`src/rtl/vga_pkg.sv`:
```
// Shared VGA 640x480@60 timing constants and coordinate width for the display
// pipeline stages.
package vga_pkg;

  localparam int COORD_W = 10;

  localparam int HD = 640;
  localparam int HF = 16;
  localparam int HR = 96;
  localparam int HB = 48;
  localparam int VD = 480;
  localparam int VF = 10;
  localparam int VR = 2;
  localparam int VB = 33;

  localparam logic [COORD_W-1:0] H_MAX       = COORD_W'(HD + HF + HR + HB - 1);
  localparam logic [COORD_W-1:0] V_MAX       = COORD_W'(VD + VF + VR + VB - 1);
  localparam logic [COORD_W-1:0] HSYNC_START = COORD_W'(HD + HF);
  localparam logic [COORD_W-1:0] HSYNC_END   = COORD_W'(HD + HF + HR - 1);
  localparam logic [COORD_W-1:0] VSYNC_START = COORD_W'(VD + VF);
  localparam logic [COORD_W-1:0] VSYNC_END   = COORD_W'(VD + VF + VR - 1);

endpackage

```
`src/rtl/pixel_tick_div.sv`:
```
// Pixel-rate clock enable: one-clk p_tick every CLK_DIV system clocks.
// Shared by the sync, text and color stages so they all step together.
module pixel_tick_div #(
  parameter int CLK_DIV = 4
) (
  input  logic clk,
  input  logic reset,
  output logic p_tick
);

  localparam int DIV_W = (CLK_DIV > 1) ? $clog2(CLK_DIV) : 1;
  localparam logic [DIV_W-1:0] DIV_LAST = DIV_W'(CLK_DIV - 1);

  logic [DIV_W-1:0] div;

  always_ff @(posedge clk or posedge reset) begin
    if (reset)                div <= '0;
    else if (div == DIV_LAST) div <= '0;
    else                      div <= div + 1'b1;
  end

  // Decoded from the registered count so reset clears it immediately.
  assign p_tick = (div == DIV_LAST);

endmodule

```
`src/rtl/vga_sync_gen.sv`:
```
// VGA timing generator: pixel/line counters with registered sync and blanking.
// Define VGA_FRAME_TICK_EN to add the one-clk frame_start output.
module vga_sync_gen #(
  parameter int HD      = vga_pkg::HD,
  parameter int HF      = vga_pkg::HF,
  parameter int HR      = vga_pkg::HR,
  parameter int HB      = vga_pkg::HB,
  parameter int VD      = vga_pkg::VD,
  parameter int VF      = vga_pkg::VF,
  parameter int VR      = vga_pkg::VR,
  parameter int VB      = vga_pkg::VB,
  parameter int CLK_DIV = 4
) (
  input  logic                          clk,
  input  logic                          reset,
`ifdef VGA_FRAME_TICK_EN
  output logic                          frame_start,
`endif
  output logic                          hsync,
  output logic                          vsync,
  output logic                          video_on,
  output logic                          p_tick,
  output logic [vga_pkg::COORD_W-1:0]   pixel_x,
  output logic [vga_pkg::COORD_W-1:0]   pixel_y
);

  import vga_pkg::*;

  localparam logic [COORD_W-1:0] H_MAX       = COORD_W'(HD + HF + HR + HB - 1);
  localparam logic [COORD_W-1:0] V_MAX       = COORD_W'(VD + VF + VR + VB - 1);
  localparam logic [COORD_W-1:0] H_VIS       = COORD_W'(HD);
  localparam logic [COORD_W-1:0] V_VIS       = COORD_W'(VD);
  localparam logic [COORD_W-1:0] HSYNC_START = COORD_W'(HD + HF);
  localparam logic [COORD_W-1:0] HSYNC_END   = COORD_W'(HD + HF + HR - 1);
  localparam logic [COORD_W-1:0] VSYNC_START = COORD_W'(VD + VF);
  localparam logic [COORD_W-1:0] VSYNC_END   = COORD_W'(VD + VF + VR - 1);

  logic [COORD_W-1:0] x_nxt, y_nxt;
  logic               h_wrap, v_wrap;

  pixel_tick_div #(.CLK_DIV(CLK_DIV)) u_tick (
    .clk    (clk),
    .reset  (reset),
    .p_tick (p_tick)
  );

  always_comb begin
    h_wrap = (pixel_x == H_MAX);
    v_wrap = (pixel_y == V_MAX);
    x_nxt  = h_wrap ? '0 : pixel_x + 1'b1;
    y_nxt  = pixel_y;
    if (h_wrap) y_nxt = v_wrap ? '0 : pixel_y + 1'b1;
  end

  // Sync/blank are decoded from the next coordinates so they land in the
  // same cycle as the counters they describe.
  always_ff @(posedge clk or posedge reset) begin
    if (reset) begin
      pixel_x  <= '0;
      pixel_y  <= '0;
      hsync    <= 1'b1;
      vsync    <= 1'b1;
      video_on <= 1'b0;
    end else if (p_tick) begin
      pixel_x  <= x_nxt;
      pixel_y  <= y_nxt;
      hsync    <= !((x_nxt >= HSYNC_START) && (x_nxt <= HSYNC_END));
      vsync    <= !((y_nxt >= VSYNC_START) && (y_nxt <= VSYNC_END));
      video_on <= (x_nxt < H_VIS) && (y_nxt < V_VIS);
    end
  end

`ifdef VGA_FRAME_TICK_EN
  always_ff @(posedge clk or posedge reset) begin
    if (reset) frame_start <= 1'b0;
    else       frame_start <= p_tick && h_wrap && v_wrap;
  end
`endif

endmodule

```
`config.mk`:
```
export PLATFORM = sky130hd
export DESIGN_NAME = vga_sync_gen
export DESIGN_NICKNAME = d
export VERILOG_FILES = /design/src/rtl/vga_pkg.sv /design/src/rtl/pixel_tick_div.sv /design/src/rtl/vga_sync_gen.sv
export SDC_FILE = /design/constraint.sdc
export NUM_CORES = 1
export LEC_CHECK = 0
export BUFFER_PORTS_ARGS = -buffer_cell sky130_fd_sc_hd__clkbuf_2
export CAP_MARGIN = 40
export CORE_UTILIZATION = 55
export CTS_CLUSTER_SIZE = 12
export DETAILED_ROUTE_END_ITERATION = 8
export PLACE_DENSITY = 0.89
export SETUP_SLACK_MARGIN = 0.4
export SKIP_CTS_REPAIR_TIMING = 1
export SLEW_MARGIN = 10
export SYNTH_ARGS = -nofsm -noshare
export SYNTH_HDL_FRONTEND = slang
export SYNTH_SLANG_ARGS = --single-unit
```
`constraint.sdc`:
```
create_clock -name clk -period 2.45 [get_ports clk]
set_input_delay 0.49 -clock clk [delete_from_list [all_inputs] [get_ports clk]]
set_output_delay 0.49 -clock clk [all_outputs]
set_load 0.01 [all_outputs]
```
; Yosys cells after proc, flatten, opt, wreduce, memory -nomap -nowiden
; Cells that the tools add are included.
[totals]
ff_bits = 25
latch_bits = 0
ramBits = 0
rom_bits = 0
inputBits = 2
out_inout_bits = 24
mem_count = 0
[classes]
add_sub_neg = 3
multipliers = 0
n_div = 0
order_cmp = 6
eq_ne = 3
shifts = 0
mux = 4
n_bitwise = 0
reduce_logical = 5
[op_table]
columns = cell, n
row1 = $mux 10, 3
row2 = $add 10x1->10 const B, 2
row3 = $eq 10x10->1 const B, 2
row4 = $ge 10x10->1 const B, 1
row5 = $ge 10x9->1 const B, 1
row6 = $le 10x10->1 const B, 1
row7 = $le 10x9->1 const B, 1
row8 = $lt 10x10->1 const B, 1
row9 = $lt 10x9->1 const B, 1
row10 = $logic_and 1x1->1, 3
row11 = $add 2x1->2 const B, 1
row12 = $eq 2x2->1 const B, 1
row13 = $logic_not 1->1, 2
row14 = $mux 2, 1

; Logic depth before layout (Yosys ltp)
[logic_depth]
word_depth = 6
ltp_mapped = 9
mapped_depth_nobuf = 8

; Cells and area by module
; Synthesis repeated with hierarchy kept, for this count alone.
[hier_totals]
cells_unflattened = 193
hier_area_um2 = 1651.6
[modules_own_cells]
columns = mod, instances, cells_per_inst, area_per_inst_um2, seq_area_each_um2
row1 = vga_sync_gen, 1, 188, 1581.5, 578.1
row2 = pixel_tick_div, 1, 5, 70.1, 50.0

; Worst setup path before layout
; Ideal clock, no wire load.
[synth_path]
path_kind = register -> register
startpoint = reg pixel_y[5] in the netlist's numbering
endpoint = reg video_on
t_arrival_ns = 2.076
required_time_ns = 2.354
setup_slack_ns = 0.278
path_stages_with_launch = 8
n_path_buf = 1
period_less_slack_ns = 2.172
cell_sequence = dfrtp_1 buf_6 or4_4 or4_4 o31ai_2 a41o_2 inv_2 o32ai_2
[synth_via]
elab_chain_cells = 5
word_cells_on_any_way = 6
[synth_lines]
columns = element, line
row1 = start: declaration, vga_sync_gen.sv:24  ; output logic [vga_pkg::COORD_W-1:0] pixel_y
row2 = start signal: assignment, vga_sync_gen.sv:66  ; pixel_y <= y_nxt;
row3 = $add 10x1->10 or $eq 10x10->1 (tied branches), "vga_sync_gen.sv:52, vga_sync_gen.sv:49"
row4 = $mux 10, vga_sync_gen.sv:52  ; if (h_wrap) y_nxt = v_wrap ? '0 : pixel_y + 1'b1;
row5 = $mux 10 (*), vga_sync_gen.sv:52
row6 = $lt 10x9->1 (*), vga_sync_gen.sv:69  ; video_on <= (x_nxt < H_VIS) && (y_nxt < V_VIS);
row7 = $logic_and 1x1->1 (*), vga_sync_gen.sv:69
row8 = end signal: assignment, vga_sync_gen.sv:69
row9 = end: declaration, vga_sync_gen.sv:21  ; output logic video_on,
; Every way passes the cells marked *; elsewhere a longest branch is shown, timed or not.
; A chain may end at the register's enable or synchronous reset.

; Final worst setup path
[layout_path]
startpoint = reg pixel_y[7] in the netlist's numbering
endpoint = reg video_on
; The elaborated chain is that of the path after synthesis.

==> impl_metrics.csv <==
group,metric,value,unit
status,status,"completed",
clock_tree,numCtsBuffers,3,
critical_path,worstSetupEndpointType,"register",
cells_and_area,n_antenna_cell,0,
global_routing,grt_overflow,0,
route,drt_iter0_markers,45,
clock_tree,cts_tree,"built",
synthesis,synth_edf_count,0,
synthesis,netlist_area,1500,sq um
global_routing,grtUsageTotal,24.6,%
sta,min_period,2.10,ns
critical_path,r2r_cells,6,
sta,fin_crit_sh,85.7,%
route,vias,1385,
route,via_per_inst,6.02,
placed_design,portBuffers,25,
synthesis,synthTopCellsByArea,"dfrtp_1, nand2_1, xnor2_1",
job,maxCapViolCount,0,
power,power.density,350,nW/um^2
critical_path,worstSetupStartpointType,"register",
synthesis,synth_seq_cells,25,
synthesis,syn_nets,177,
synthesis,yosysUniqueCellTypes,44,
synthesis,yosysSeqAreaShare,41.8,%
clock_tree,clockBufferDepth,2,
synthesis,synth_top_area_share,38.3,%
global_routing,antenna_found_initial,0,
floorplan,die_width,54.3,um
global_routing,grt_pass1_vias,1180,
critical_path,criticalPathCategory,"reg2reg",
clock_tree,clkSinkCount,25,
clock_tree,clock_latency,0.33,ns
power,leakage,0.817,nW
sta,finClkSkew,0.00922,ns
power,ir_worst_vdd,0.000292,V
cells_and_area,area_growth,18.1,%
sta,worst_pin_slew,0.601,ns
route,avgRoutedWirePerCell,15.2,um
floorplan,rows,18,
sta,fmax,476,MHz
global_routing,grt_pass1_wl,5170,um
floorplan,initial_core_util,59.6,%
cells_and_area,finish.net_count,208,
clock_tree,cts_root_buf,"clkbuf_4",
route,wl,3500,um
route,first_pass_iters,4,
synthesis,synth_area_leader_cell,"dfrtp_1",
critical_path,critical_path_arrival,2.36,ns
sta,hold_viol,0,
sta,final_max_slew_viol_count,0,
clock_tree,cts.clk_slew.worst_paths,0.15,ns
synthesis,synthCells,170,
floorplan,die_area,2950,sq um
sta,tns,0,ns
route,drc,0,
worst_hold_path,hold_path_class,"in2async",
sta,setup_violations,0,
synthesis,synth_flop_cell,"dfrtp_1",
placed_design,pre_cts_slack,0.347,ns
sta,rsz0062_at_grt,"yes",
synthesis,synthArstFlopShare,100,%
placed_design,routabilityCongestion,0.907,
floorplan,core_area,2520,sq um
placed_design,post-dp-hpwl,2430,um
route,ant_nets,0,
cells_and_area,drive_above_1_share,32.5,%
synthesis,synth.avg_cell_area,8.84,sq um
critical_path,cp.required,2.71,ns
cells_and_area,nFillCells,187,
floorplan,dieHeight,54.3,um
synthesis,ys_warn_count,0,
critical_path,crit_fanout,5,
global_routing,grt_max_degree,17,
clock_tree,htree_levels,1,
sta,layout_setup_ws,0.350,ns
floorplan,pin_count,26,
sta,relSlewSlack,59.9,%
synthesized netlist by cell type (2+ instances only):
master,n
a21oi_1,10
a31oi_1,2
and3_1,4
buf_2,2
clkbuf_1,7
dfrtp_1,23
dfstp_2,2
ha_1,5
inv_1,6
mux2i_1,2
nand2_1,23
nand2b_1,3
nand3_1,8
nand4_1,6
nor2_1,12
nor3_1,8
o21ai_0,5
o21ai_1,4
o22ai_1,3
or4_4,2
xnor2_1,8
xor2_1,3
power breakdown:
group          switching [mW]  total [mW]  leakage, nW  internal (mW)
clock network           0.135       0.198       0.0139         0.0626
logic                 0.00820     0.00989        0.491        0.00169
registers                   0       0.413        0.313          0.413
total                   0.144       0.621        0.817          0.477
metrics by stage:
step | cell area (sq um) | std cells | total power, mW | util, % | hold WS [ns]
2_1_floorplan | 1520 | 170 | 0.427 | - | 0.403
3_3_place_gp | 1650 | 218 | 0.430 | 65.6 | 0.416
3_5_place_dp | 1650 | 218 | 0.431 | 65.6 | 0.424
4_1_cts | 1680 | 222 | 0.626 | 66.8 | 0.195
5_1_grt | 1770 | 230 | 0.640 | 70.3 | 0.239
6_report | 1770 | 230 | 0.621 | 70.3 | 0.173
layout make-up:
cell class | count | area (sq um) | share of cell area, %
well taps | 30 | 37.5 | 2.12
clock buffers | 3 | 22.5 | 1.27
inverters | 7 | 26.3 | 1.48
clock inverters | 1 | 7.51 | 0.423
multi-input cells | 127 | 830 | 46.8
flip-flops and latches | 25 | 636 | 35.8
repair buffers | 37 | 215 | 12.1
metal layers:
metal	wire length [um]	track usage [%]	part of all wire [%]	vias up
met4	113	15.4	3.2	0
met2	1600	37.4	46	67
met5	0	0	0	-
met3	214	3.89	6.1	15
met1	1580	32.6	45	640
li1	-	-	-	663
registers in the layout, summed over array words and instances (netlist names):
register    flops
video_on        1
u_tick.div      2
pixel_x        10
vsync           1
pixel_y        10
hsync           1
worst max-delay path, stage by stage (launching register included):
cell and delay, ns:
dfrtp_2 0.46, or4_4 0.53, or4_4 0.44, o31ai_2 0.07, a41o_2 0.25, inv_2 0.04
o32ai_2 0.23
worst paths after layout:
check	start	end	slack (ns)
max	pixel_y[7]	video_on	0.35
max reg2reg	pixel_y[7]	video_on	0.35
min in group clk	u_tick.div[0]	u_tick.div[0]	0.45
max in group asynchronous	reset	pixel_y[8]	1.68
min reg2reg	u_tick.div[0]	u_tick.div[0]	0.45
min	reset	pixel_x[3]	0.17
kinds of logic after synthesis:
kind of cell / synth area share (%)
multiplexers: 2.08
AO/OA/AOI/OAI: 15.2
adder cells (fa/ha/maj): 4.83
XOR/XNOR: 6.41
AND/OR/NAND/NOR: 24.3
buffers and inverters: 5.41
flip-flops: 41.8
cell usage in the layout, fill, tap and decap left out, types with 2 or more instances in the layout:
cell and count:
a21oi_1 10, a31oi_1 2, and3_1 4, buf_4 12, clkbuf_2 25, clkbuf_4 3
dfrtp_1 17, dfrtp_2 6, dfstp_2 2, ha_1 3, inv_1 6, mux2i_1 2
nand2_1 22, nand2b_1 3, nand3_1 8, nand4_1 6, nor2_1 11, nor3_1 7
o21ai_0 5, o21ai_1 4, o22ai_1 3, or4_4 2, xnor2_1 8, xor2_1 3
(Power assumes the default switching activity.)
